## config.mk

```make
export PLATFORM = sky130hd
export DESIGN_NAME = bus_arb4
export DESIGN_NICKNAME = d
export VERILOG_FILES = /design/src/rtl/bus_arb4_pkg.sv /design/src/rtl/bus_arb4_rr_pick4.sv /design/src/rtl/bus_arb4.sv
export SDC_FILE = /design/constraint.sdc
export NUM_CORES = 1
export LEC_CHECK = 0
export CAP_MARGIN = 20
export CORE_MARGIN = 2
export CORE_UTILIZATION = 30
export DETAILED_ROUTE_END_ITERATION = 10
export DONT_BUFFER_PORTS = 1
export SYNTH_ARGS = -nofsm -noshare
export SYNTH_HDL_FRONTEND = slang
export SYNTH_HIERARCHICAL = 1
export SYNTH_SLANG_ARGS = --single-unit
```

## constraint.sdc

```tcl
create_clock -name clk -period 3.2 [get_ports clk]
set_input_delay 0.32 -clock clk [delete_from_list [all_inputs] [get_ports clk]]
set_output_delay 0.32 -clock clk [all_outputs]
set_load 0.005 [all_outputs]
```

## src/rtl/bus_arb4_pkg.sv

```systemverilog
// Shared constants for the four-requester bus arbiter: FSM encoding,
// requester count, select width and the pointer reset value.
package bus_arb4_pkg;

  localparam logic IDLE = 1'b0;
  localparam logic BUSY = 1'b1;

  localparam int SEL_W   = 2;
  localparam int NUM_REQ = 4;

  localparam logic [SEL_W-1:0] PTR_RST = 2'd3;

endpackage

```

## src/rtl/bus_arb4_rr_pick4.sv

```systemverilog
// Combinational round-robin picker: scans ptr+1, ptr+2, ptr+3, ptr (mod 4)
// and returns the first active requester as one-hot and as an index.
module rr_pick4
  import bus_arb4_pkg::*;
(
  input  logic [NUM_REQ-1:0] req,
  input  logic [SEL_W-1:0]   ptr,
  output logic [NUM_REQ-1:0] pick,
  output logic [SEL_W-1:0]   idx,
  output logic               any_req
);

  logic             found;
  logic [SEL_W-1:0] cand;

  always_comb begin
    idx   = ptr;
    found = 1'b0;
    cand  = '0;
    // Offset 4 wraps to ptr itself, so the last-served requester comes last.
    for (int k = 1; k <= NUM_REQ; k++) begin
      cand = ptr + SEL_W'(k);
      if (!found && req[cand]) begin
        found = 1'b1;
        idx   = cand;
      end
    end
  end

  assign any_req = |req;
  assign pick    = any_req ? (NUM_REQ'(1) << idx) : '0;

endmodule

```

## src/rtl/bus_arb4.sv

```systemverilog
// Round-robin arbiter for the shared memory port: grants one of four
// requesters, runs the memory handshake and returns data plus a done pulse.
// Optional mem_ready timeout is built when BUS_ARB4_TIMEOUT_EN is defined.
module bus_arb4
  import bus_arb4_pkg::*;
#(
  parameter int DATA_W  = 16,
  parameter int TIMEOUT = 15
) (
  input  logic                      clk,
  input  logic                      rst_n,
  input  logic [NUM_REQ-1:0]        req,
  input  logic [NUM_REQ-1:0]        req_we,
  input  logic [NUM_REQ*DATA_W-1:0] req_wdata,
  output logic [NUM_REQ-1:0]        gnt,
  output logic [SEL_W-1:0]          sel,
  output logic                      busy,
  output logic [NUM_REQ-1:0]        done,
  output logic [DATA_W-1:0]         rdata,
  output logic                      mem_valid,
  output logic                      mem_we,
  output logic [DATA_W-1:0]         mem_wdata,
  input  logic                      mem_ready,
  input  logic [DATA_W-1:0]         mem_rdata,
  output logic                      timeout_err
);

  // Memory handshake: mem_valid rises with the grant and stays high, with
  // sel/mem_we/mem_wdata stable, until the first cycle mem_ready is sampled
  // high; that cycle completes the transfer and mem_valid drops next edge.

  logic                state, state_d;
  logic [SEL_W-1:0]    ptr, ptr_d;
  logic [NUM_REQ-1:0]  pick;
  logic [SEL_W-1:0]    pick_idx;
  logic                any_req;
  logic                start, finish, tmo;

  logic [NUM_REQ-1:0]  gnt_d, done_d;
  logic [SEL_W-1:0]    sel_d;
  logic                busy_d, mem_valid_d;
  logic [DATA_W-1:0]   rdata_d;

  rr_pick4 u_pick (
    .req     (req),
    .ptr     (ptr),
    .pick    (pick),
    .idx     (pick_idx),
    .any_req (any_req)
  );

`ifdef BUS_ARB4_TIMEOUT_EN
  localparam int CNT_W = $clog2(TIMEOUT + 1);
  logic [CNT_W-1:0] cnt;

  // Abort in the cycle the count would reach TIMEOUT; mem_ready has priority.
  assign tmo = (state == BUSY) && !mem_ready && (cnt == CNT_W'(TIMEOUT - 1));

  always_ff @(posedge clk) begin
    if (!rst_n) begin
      cnt         <= '0;
      timeout_err <= 1'b0;
    end else begin
      timeout_err <= tmo;
      if (state == IDLE)
        cnt <= '0;
      else if (!mem_ready)
        cnt <= cnt + CNT_W'(1);
    end
  end
`else
  assign tmo         = 1'b0;
  // Constant 0: TIMEOUT only has meaning when the counter is built.
  assign timeout_err = (TIMEOUT < 0);
`endif

  assign start  = (state == IDLE) && any_req;
  assign finish = (state == BUSY) && (mem_ready || tmo);

  always_ff @(posedge clk) begin
    if (!rst_n) begin
      state <= IDLE;
      ptr   <= PTR_RST;
    end else begin
      state <= state_d;
      ptr   <= ptr_d;
    end
  end

  always_comb begin
    state_d = state;
    ptr_d   = ptr;
    if (start)
      state_d = BUSY;
    if (finish) begin
      state_d = IDLE;
      ptr_d   = sel;
    end
  end

  always_comb begin
    gnt_d       = gnt;
    sel_d       = sel;
    busy_d      = busy;
    mem_valid_d = mem_valid;
    done_d      = '0;
    rdata_d     = rdata;
    if (state == IDLE) begin
      gnt_d       = '0;
      sel_d       = '0;
      busy_d      = 1'b0;
      mem_valid_d = 1'b0;
      if (start) begin
        gnt_d       = pick;
        sel_d       = pick_idx;
        busy_d      = 1'b1;
        mem_valid_d = 1'b1;
      end
    end else if (finish) begin
      gnt_d       = '0;
      sel_d       = '0;
      busy_d      = 1'b0;
      mem_valid_d = 1'b0;
      done_d      = NUM_REQ'(1) << sel;
      if (mem_ready)
        rdata_d = mem_rdata;
    end
  end

  always_ff @(posedge clk) begin
    if (!rst_n) begin
      gnt       <= '0;
      sel       <= '0;
      busy      <= 1'b0;
      mem_valid <= 1'b0;
      done      <= '0;
      rdata     <= '0;
    end else begin
      gnt       <= gnt_d;
      sel       <= sel_d;
      busy      <= busy_d;
      mem_valid <= mem_valid_d;
      done      <= done_d;
      rdata     <= rdata_d;
    end
  end

  // 4:1 write-data mux steered by the registered select.
  always_comb begin
    case (sel)
      2'd0:    mem_wdata = req_wdata[0*DATA_W +: DATA_W];
      2'd1:    mem_wdata = req_wdata[1*DATA_W +: DATA_W];
      2'd2:    mem_wdata = req_wdata[2*DATA_W +: DATA_W];
      default: mem_wdata = req_wdata[3*DATA_W +: DATA_W];
    endcase
  end

  assign mem_we = mem_valid & req_we[sel];

endmodule
```

Word-level counts from Yosys, hierarchy flattened
Cells that the tools add are included.
{"block": "totals", "register_bits": 30, "out_inout_bits": 46, "elab_cells": 64}
{"block": "classes", "addsub": 3, "magnitude_cmp": 5, "n_eq_ne": 3, "shift": 2, "mux": 28, "bitwise": 3, "reduce_logical": 13}
{"op": "16-bit case mux with 3 select lines", "n": 1}
{"op": "4-bit 2-to-1 mux", "n": 4}
{"op": "2-bit by 3-bit less-than comparator with 1-bit output, second input constant", "n": 5}
{"op": "2-bit 2-to-1 mux", "n": 7}
{"op": "1-bit 2-to-1 mux", "n": 11}
{"op": "1-bit binary-select mux with 2-bit select", "n": 5}
{"op": "1-bit by 2-bit << shifter with 4-bit output, first input constant", "n": 2}
{"op": "3-bit AND reduction", "n": 2}
{"op": "1-bit logical AND", "n": 5}
{"op": "2-bit adder, second input constant", "n": 2}
{"op": "4-bit OR reduction", "n": 1}
{"op": "1-bit zero test", "n": 3}
{"op": "2-bit by 1-bit adder with 2-bit output, second input constant", "n": 1}
{"op": "2-bit by 1-bit equality test with 1-bit output, second input constant", "n": 1}
{"op": "2-bit equality test, second input constant", "n": 1}
{"op": "2-bit zero test", "n": 1}
{"op": "2-bit by 1-bit inequality test with 1-bit output, second input constant", "n": 1}
{"op": "1-bit NOT", "n": 2}
{"op": "2-bit OR reduction", "n": 1}
{"op": "1-bit AND", "n": 1}

Logic depth before layout (Yosys ltp)
Gate-level depths: netlist of the first run.
{"block": "logic_depth", "depth_word": 17, "ltp_mapped": 6}

Cells and area by module
The synthesis of the first run kept the hierarchy.
{"mod": "bus_arb4", "instances": 1, "cells_per_inst": 112, "area_per_inst_um2": 1506.4}
{"mod": "rr_pick4", "instances": 1, "cells_per_inst": 31, "area_per_inst_um2": 198.9}

Least setup slack after synthesis of the first run
OpenSTA, ideal clock, no wires.
{"block": "synth_path", "path_kind": "register to output", "from": "register sel[0]", "to": "output mem_wdata[0]", "arrival_time_ns": 1.148, "required_ns": 2.880, "setup_slack_ns": 1.732, "stages_incl_launch_ff": 4, "path_buffers": 2, "cell_sequence": "dfxtp_1 buf_6 buf_6 mux4_2"}
{"block": "synth_via", "elab_chain_len": 2, "elab_cells_between_ends": 4}
{"item": "start, declared", "line_no": "bus_arb4.sv:16", "source": "output logic [SEL_W-1:0] sel,"}
{"item": "start signal, assigned", "line_no": "bus_arb4.sv:140", "source": "sel <= sel_d;"}
{"item": "2-bit equality test, or another cell as far along", "line_no": "bus_arb4.sv:150", "source": "case (sel)"}
{"item": "16-bit case mux with 3 select lines (*)", "line_no": "bus_arb4.sv:150"}
{"item": "end, declared", "line_no": "bus_arb4.sv:22", "source": "output logic [DATA_W-1:0] mem_wdata,"}
Mark *: on every way between the ends. The rest lies on a longest branch, timed or not.

Worst setup path in the final report of the first run
{"block": "layout_path", "from": "register sel[1]", "to": "output mem_wdata[7]"}
The elaborated chain is that of the path after synthesis.

==> results of run 1 <==
==> layer usage <==
| layer | vias up | routed length, um |
|---|---|---|
| met5 | - | 0 |
| met4 | 0 | 53 |
| met3 | 6 | 505 |
| met2 | 103 | 2840 |
| met1 | 568 | 1540 |
| li1 | 540 | - |
==> cell usage in the layout, fill, tap and decap left out, types with 2 or more instances in the layout <==
cell type / synthesis / final
dfxtp_1: 30 / 30
nor2b_1: 2 / 2
nor3_1: 2 / 2
a21oi_1: 5 / 5
a22o_2: 8 / 8
o21a_1: 2 / 2
clkbuf_8: 0 / 5
a22o_1: 8 / 8
mux4_2: 17 / 17
and3_1: 2 / 2
nor2_1: 2 / 2
a21boi_0: 7 / 7
nor3b_1: 2 / 2
o21ai_0: 4 / 4
nand3b_1: 13 / 13
inv_1: 5 / 5
a2bb2oi_1: 2 / 2
nand2b_1: 2 / 2
==> final timing paths <==
path / start / cells after the start / end / slack (ns)
max: sel[1]$_SDFFE_PN0P_ / 1 / mem_wdata[7] / 1.05
min: mem_rdata[13] / 1 / rdata[13]$_SDFFE_PN0P_ / 0.17
max reg2reg: state$_SDFFE_PP0P_ / 2 / rdata[8]$_SDFFE_PN0P_ / 1.57
min reg2reg: rdata[0]$_SDFFE_PN0P_ / 1 / rdata[0]$_SDFFE_PN0P_ / 0.51
==> final cells by class <==
type | instances | area (sq um) | share of cell area (%)
clock inverters | 2 | 37.5 | 2.11
diodes | 1 | 2.50 | 0.141
well taps | 72 | 90.1 | 5.07
inverters | 5 | 18.8 | 1.06
repair buffers | 1 | 7.51 | 0.423
flip-flops and latches | 30 | 601 | 33.8
multi-input cells | 92 | 946 | 53.3
clock buffers | 6 | 72.6 | 4.09
==> logic make-up after synthesis <==
logic type             count (synthesis)
AOI/OAI and AO/OA                     44
other                                  1
buffers and inverters                 21
DFF                                   30
and+or+nand+nor                       30
muxes                                 17
==> where the power goes <==
group          switching, mW  total, mW  leakage, nW  internal [mW]
logic                 0.0499      0.125        0.328         0.0752
clock network          0.142      0.374       0.0514          0.232
registers             0.0299      0.423        0.245          0.393
total                  0.222      0.922        0.625          0.700
==> registers in the layout (all words and copies together) (netlist names) <==
signal / flops
state: 1
done: 4
gnt: 4
ptr: 2
rdata: 16
sel: 2
mem_valid: 1
==> through the flow <==
step | area, sq um | power, mW | utilization [%]
after detailed placement | 1660 | 0.557 | 30.2
after floorplan | 1710 | 0.553 | -
after global placement | 1660 | 0.551 | 30.2
after global routing | 1780 | 0.966 | 32.2
final | 1780 | 0.922 | 32.2
after CTS | 1770 | 0.935 | 32.2
==> out/results.tsv, run 1 <==
metric	value	unit
run_status	completed	
cap_viol_max_count	0	
slew_headroom	36.9	%
synthDistinctLibCells	35	
die-area	0.00630	sq mm
drtAntennaViolNets	0	
vias	1217	
cts_max_level	2	
crit_buf_inv	0	
final.hold.worst_slack	0.167	ns
cts_buffer_depth	2	
final.min_clock_period	2.15	ns
synth_edf_count	0	
fmax	464	MHz
critPathArrivalTime	1.83	ns
tns	0	ns
hold_buffers	0	
rsz0062_at_grt	false	
cp.required	2.88	ns
globalRouteMet2Util	30.3	%
wirelength	4930	um
power.density	519	mW/mm^2
io_pins	137	
tightest_slew	0.945	ns
synth_xor_area_share	0	%
grt-busiest-layer	met2	
instances_no_fill	209	
final.setup.worst_slack	1.05	ns
synthAdderAreaFrac	0	%
fill_cells	551	
grt_antenna_before_repair	1	
cts_buffers	5	
worst_path_largest_cell_delay	0.94	ns
path_cells	mux4_2	
use_met1	13.1	%
gp_congestion	0.743	
synth-seq-cells	30	
grt_pass1_vias	1266	
synth_area_leader_cell	dfxtp_1	
viasPerCell	5.82	
post_cts_buffers	0	
synth_nets	234	
fin_crit_sh	67.3	%
slowest_stage	dfxtp_1	
core_area	0.00551	sq mm
final_layout_size_suffix_gt1_share	26.5	%
area_growth	4.11	%
path_max_fanout	24	
drc	0	
num_rows	27	
layout.nets	226	
synth_area	0.00171	sq mm
synth.most_common_cell	dfxtp_1	
avgSynthCellArea	11.9	sq um
grt_overflow_total	0	
clock_latency	0.28	ns
grt_use_met3	6.00	%
grt_max_degree	25	
startpoint_type	flip-flop	
leakagePower	0.625	nW
end_kind	output port	
vdd_drop_max	0.214	mV
cts_tree	yes	
clk_pin_slew	0.07	ns
io_buffers	0	
synth_common_cells	dfxtp_1 (30), mux4_2 (17), nand3b_1 (13), buf_6 (9)	
worstHoldPathType	in2reg	
gr-usage-all-layers	15.0	%
critPathTopFamily	flip-flops	
wire_per_inst	23.6	um
yosys.area_share.simple	11.5	%
cts_num_sinks	30	
yosys_warnings	6	
clock_skew	0.00500	ns
dp_hpwl	4120	um
synthCells	143	
synth_compound_area_share	21.3	%
hold_viol	0	
synthMuxAreaShare	22.5	%
cts_resized	0	
synth-seq-area-share	35.2	%
synth_top_family_by_area	multiplexers	
critical_path_class	reg2out	
drt_iter0_drc	37	
grt_pass1_wl	6850	um
ys_dominant_reg_cell	dfxtp_1	
slew_violations	0	
synth_area_leaders	dfxtp_1 (35%), mux4_2 (22%), buf_6 (5.9%), nand3b_1 (5.7%), a22o_2 (4.7%)	
dpl.cell_count	200	
drtPass1Iterations	4	
synth_top_cell_area_share	35.2	%
pre_cts_ws	1.34	ns
setup_violations	0	
die_h	79.4	um
root_buffer	clkbuf_8	
synth-async-reset-ratio	0	%
start_util	31.0	%
chipWidth	79.4	um
Power figures use the tool's default switching activity.
==> inputs of run 2 (changes only) <==
==> constraint.sdc (replaced) <==
create_clock -name clk -period 2 [get_ports clk]
set_input_delay 0.2 -clock clk [delete_from_list [all_inputs] [get_ports clk]]
set_output_delay 0.2 -clock clk [all_outputs]
set_load 0.005 [all_outputs]
==> run 2 against run 1 <==
Compared with the run above:
- non-clock buffer count up 3
- clock-buffer cell count down 1
- register-to-register slack got worse by 1.0 ns
- clock power increased by 63%
- total power grew 61%
- sequential power grew 57%
- flip-flop and latch count stayed put
- largest cell class unchanged
==> out/results.tsv, run 2 (synthesized netlist as in run 1, its figures left out) <==
metric	value	unit
run_status	completed	
io_buffers	0	
cp.required	1.80	ns
die_h	79.4	um
comb_power_share	14.4	%
cts_tree	yes	
drtPass1Iterations	4	
start_util	31.0	%
cts_num_sinks	30	
dr_wl_met2	2910	um
drt_iter0_drc	39	
startpoint_type	flip-flop	
gr-usage-all-layers	15.2	%
io_pins	137	
fin_area	0.00180	sq mm
rsz0062_at_grt	false	
seqPwrFrac	44.6	%
hold_viol	0	
top_regs	rdata: 16 flops, done: 4 flops, gnt: 4 flops	
cts_buffer_depth	2	
chipWidth	79.4	um
drc	0	
grt_pass1_wl	6850	um
gp_congestion	0.719	
dp_hpwl	4150	um
power.density	826	mW/mm^2
critPathArrivalTime	1.58	ns
setup_violations	0	
slew_violations	0	
end_kind	output port	
final_cell_mix	dfxtp_1 (30), mux4_2 (17), nand3b_1 (13), a22o_1 (8), a22o_2 (8)	
power.total	1.49	mW
final_layout_size_suffix_gt1_share	28.8	%
r2r_cells	2	
hold_buffers	0	
place_area	0.00169	sq mm
met1_length	1600	um
clk_pin_slew	0.07	ns
p_int	1.12	mW
vdd_drop_max	0.336	mV
cap_viol_max_count	0	
p_sw_share	24.6	%
grt_pass1_vias	1231	
dr_wl_met3	484	um
post_cts_buffers	0	
wirelength	5020	um
p_switching	0.366	mW
slew_headroom	58.1	%
fin_crit_sh	88.9	%
layout_commonest_cell	dfxtp_1	
fill_cells	550	
root_buffer	clkbuf_8	
num_rows	27	
fmax	562	MHz
path_max_fanout	19	
leakagePower	0.639	nW
grt_overflow_total	0	
clock_latency	0.28	ns
area_growth	5.65	%
dr.max_layer_used	met4	
cts_resized	0	
clkPwrFrac	41.0	%
hold_depth	1	
final.hold.worst_slack	0.0435	ns
critical_path_class	reg2out	
wire_per_inst	23.7	um
viasPerCell	5.76	
clock_skew	0.00542	ns
cts_max_level	2	
layout.nets	229	
tns	0	ns
grt_max_degree	20	
vias	1222	
core_area	0.00551	sq mm
worstHoldPathType	in2reg	
tightest_slew	0.629	ns
cts_buffers	5	
largest-register	rdata	
grt_antenna_before_repair	1	
drtAntennaViolNets	0	
final.min_clock_period	1.78	ns
die-area	0.00630	sq mm
largest_reg_flops	16	
==> run 2: cell count changes in the layout (fill, tap and decap cells not counted) <==
cell,before,now
buf_4,1,4
clkbuf_1,1,0
clkinvlp_4,1,2
==> run 2: path summary, 6_finish.rpt <==
path | start | end | slack [ns]
max | sel[0]$_SDFFE_PN0P_ | mem_wdata[2] | 0.22
min | mem_rdata[12] | rdata[12]$_SDFFE_PN0P_ | 0.04
max reg2reg | state$_SDFFE_PP0P_ | done[3]$_SDFF_PN0_ | 0.56
min reg2reg | rdata[0]$_SDFFE_PN0P_ | rdata[0]$_SDFFE_PN0P_ | 0.51
==> run 2: per-layer routing <==
metal | GRT usage [%] | vias to the layer above
met4 | 5.17 | 0
met3 | 5.54 | 4
met5 | 0 | -
li1 | - | 541
met2 | 30.9 | 91
met1 | 13.4 | 586
==> run 2: per-stage QoR <==
stage	cells	setup slack (ns)	utilization, %
2_1_floorplan	143	0.652	-
5_1_grt	212	0.121	32.7
4_1_cts	211	0.188	32.7
3_5_place_dp	203	0.502	30.6
6_report	212	0.222	32.7
3_3_place_gp	203	0.530	30.6
==> run 2: final cells by class <==
class | count | area (sq um) | share of cell area (%)
Antenna cell | 1 | 2.50 | 0.139
Clock inverter | 3 | 45.0 | 2.50
Clock buffer | 5 | 68.8 | 3.82
Tap cell | 72 | 90.1 | 5.00
Timing Repair Buffer | 4 | 30.0 | 1.67
Sequential cell | 30 | 601 | 33.3
Multi-Input combinational cell | 92 | 946 | 52.5
Inverter | 5 | 18.8 | 1.04
==> run 2: critical path: stages (launching register included) <==
cell and delay [ns]:
dfxtp_1 0.39, buf_4 0.33, mux4_2 0.58
==> run 2: power groups by stage <==
stage | registers [mW] | logic [mW] | clock network [mW]
floorplan | 0.661 | 0.224 | 0
global placement | 0.676 | 0.208 | 0
detailed placement | 0.677 | 0.216 | 0
CTS | 0.664 | 0.216 | 0.628
global route | 0.668 | 0.232 | 0.670
finish | 0.664 | 0.215 | 0.610
==> inputs of run 3 (changes only) <==
--- a/config.mk
+++ b/config.mk
@@ -6,10 +6,10 @@
 export NUM_CORES = 1
 export LEC_CHECK = 0
 export CAP_MARGIN = 20
-export CORE_MARGIN = 2
 export CORE_UTILIZATION = 30
 export DETAILED_ROUTE_END_ITERATION = 10
 export DONT_BUFFER_PORTS = 1
+export PLACE_DENSITY_LB_ADDON = 0.05
 export SYNTH_ARGS = -nofsm -noshare
 export SYNTH_HDL_FRONTEND = slang
 export SYNTH_HIERARCHICAL = 1
==> run 3 against run 2 <==
Compared with the run above:
- combinational power barely moved
- total power fell by 7.6%
- critical endpoint is now mem_wdata[15]
- setup slack improved by 0.11 ns
- core utilization fell by 0.32 points
- sequential share of layout area rose by 0.33 points
- highest routed layer unchanged
==> out/results.tsv, run 3 (synthesized netlist as in run 1, its figures left out) <==
metric	value	unit
multiInputGateArea	946	sq um
clock_skew	0.00583	ns
tightest_slew	0.607	ns
critical_path_class	reg2out	
largest_reg_flops	16	
fin_crit_sh	83.2	%
cts_max_level	2	
p_switching	0.343	mW
io_buffers	0	
hold_viol	0	
leakagePower	0.642	nW
dpl.cell_count	204	
die-area	0.00599	sq mm
vdd_drop_max	0.366	mV
final.min_clock_period	1.66	ns
clkPwrFrac	35.9	%
wirelength	4200	um
p_sw_share	25.0	%
vias	1221	
largest-register	rdata	
cap_viol_max_count	0	
worstHoldPathType	in2reg	
cts_num_sinks	30	
gp_congestion	0.726	
gr-usage-all-layers	14.1	%
startpoint_type	flip-flop	
rr_endpoint	gnt[0]$_SDFFE_PN0P_	
grt_pass1_wl	6460	um
setup_violations	0	
layout.nets	230	
worstSetupEndpoint	mem_wdata[15]	
fill_cells	570	
clk_pin_slew	0.06	ns
run_status	completed	
chipWidth	77.4	um
core_area	0.00551	sq mm
p_int	1.03	mW
root_buffer	clkbuf_8	
grt_pass1_vias	1273	
clock_latency	0.28	ns
io_pins	137	
drtPass1Iterations	5	
viasPerCell	5.76	
wire_per_inst	19.8	um
drtAntennaViolNets	0	
instances_no_fill	212	
area_growth	4.62	%
final.hold.worst_slack	0.0494	ns
slew_violations	0	
fin_area	0.00178	sq mm
fmax	601	MHz
cp.required	1.80	ns
seq_area	601	sq um
n_antenna_cell	0	
reg2reg_slack	0.64	ns
start_util	31.0	%
grt_antenna_before_repair	0	
cts_buffers	5	
r2r_cells	5	
drc	0	
comb_power_share	15.9	%
num_rows	27	
cts_resized	0	
r2r-start	ptr[0]$_SDFFE_PN1P_	
hold_buffers	0	
end_kind	output port	
top_regs	rdata: 16 flops, done: 4 flops, gnt: 4 flops	
final_layout_size_suffix_gt1_share	28.6	%
critPathArrivalTime	1.46	ns
tns	0	ns
power.density	771	mW/mm^2
startpoint	sel[0]$_SDFFE_PN0P_	
die_h	77.4	um
drt_iter0_drc	50	
cts_tree	yes	
rsz0062_at_grt	false	
grt_overflow_total	0	
final_cell_mix	dfxtp_1 (30), mux4_2 (17), nand3b_1 (13), a22o_1 (8), a22o_2 (8)	
path_max_fanout	11	
layout_commonest_cell	dfxtp_1	
slew_headroom	59.5	%
grt_max_degree	20	
post_cts_buffers	0	
place_area	0.00169	sq mm
cts_buffer_depth	2	
dp_hpwl	3310	um
seqPwrFrac	48.3	%
-- run 3: worst max-delay path, cell delays in order (launching register included) --
cell and delay, ns:
dfxtp_1 0.38, buf_4 0.26, mux4_2 0.55
-- run 3: how the worst min path moves through the flow --
stage                   from                      to  slack [ns]  depth (start not counted)
2_1_floorplan   mem_rdata[0]   rdata[0]$_SDFFE_PN0P_        0.33                          1
3_3_place_gp   mem_rdata[10]  rdata[10]$_SDFFE_PN0P_        0.33                          1
3_5_place_dp   mem_rdata[12]  rdata[12]$_SDFFE_PN0P_        0.33                          1
4_1_cts        mem_rdata[12]  rdata[12]$_SDFFE_PN0P_        0.04                          1
5_1_grt        mem_rdata[10]  rdata[10]$_SDFFE_PN0P_        0.03                          1
6_report       mem_rdata[11]  rdata[11]$_SDFFE_PN0P_        0.05                          1
-- run 3: layer usage --
| layer | wire [um] | global-route usage (%) | up-vias |
|---|---|---|---|
| met1 | 1520 | 14.5 | 590 |
| met5 | 0 | 0 | - |
| li1 | - | - | 542 |
| met4 | 48 | 4.91 | 0 |
| met3 | 391 | 6.35 | 5 |
| met2 | 2250 | 25.2 | 84 |
-- run 3: area by class of cell --
type / instances / share of cell area [%]
multi-input cells: 92 / 53.0
clock buffers: 7 / 4.84
repair buffers: 5 / 2.10
inverters: 5 / 1.05
well taps: 72 / 5.05
clock inverters: 1 / 0.281
flip-flops and latches: 30 / 33.7
-- run 3: power groups by stage --
stage / Sequential (mW) / Combinational [mW] / Clock (mW)
after floorplan: 0.661 / 0.224 / 0
after global placement: 0.678 / 0.217 / 0
after detailed placement: 0.677 / 0.221 / 0
after CTS: 0.665 / 0.221 / 0.515
after global routing: 0.669 / 0.239 / 0.551
final: 0.664 / 0.218 / 0.493
-- run 3: per-stage QoR --
step           power, mW  worst slack, ns  util [%]
5_1_grt             1.46            0.230      32.4
2_1_floorplan      0.885            0.652         -
6_report            1.38            0.335      32.4
3_5_place_dp       0.898            0.612      30.7
4_1_cts             1.40            0.302      32.4
3_3_place_gp       0.894            0.639      30.7
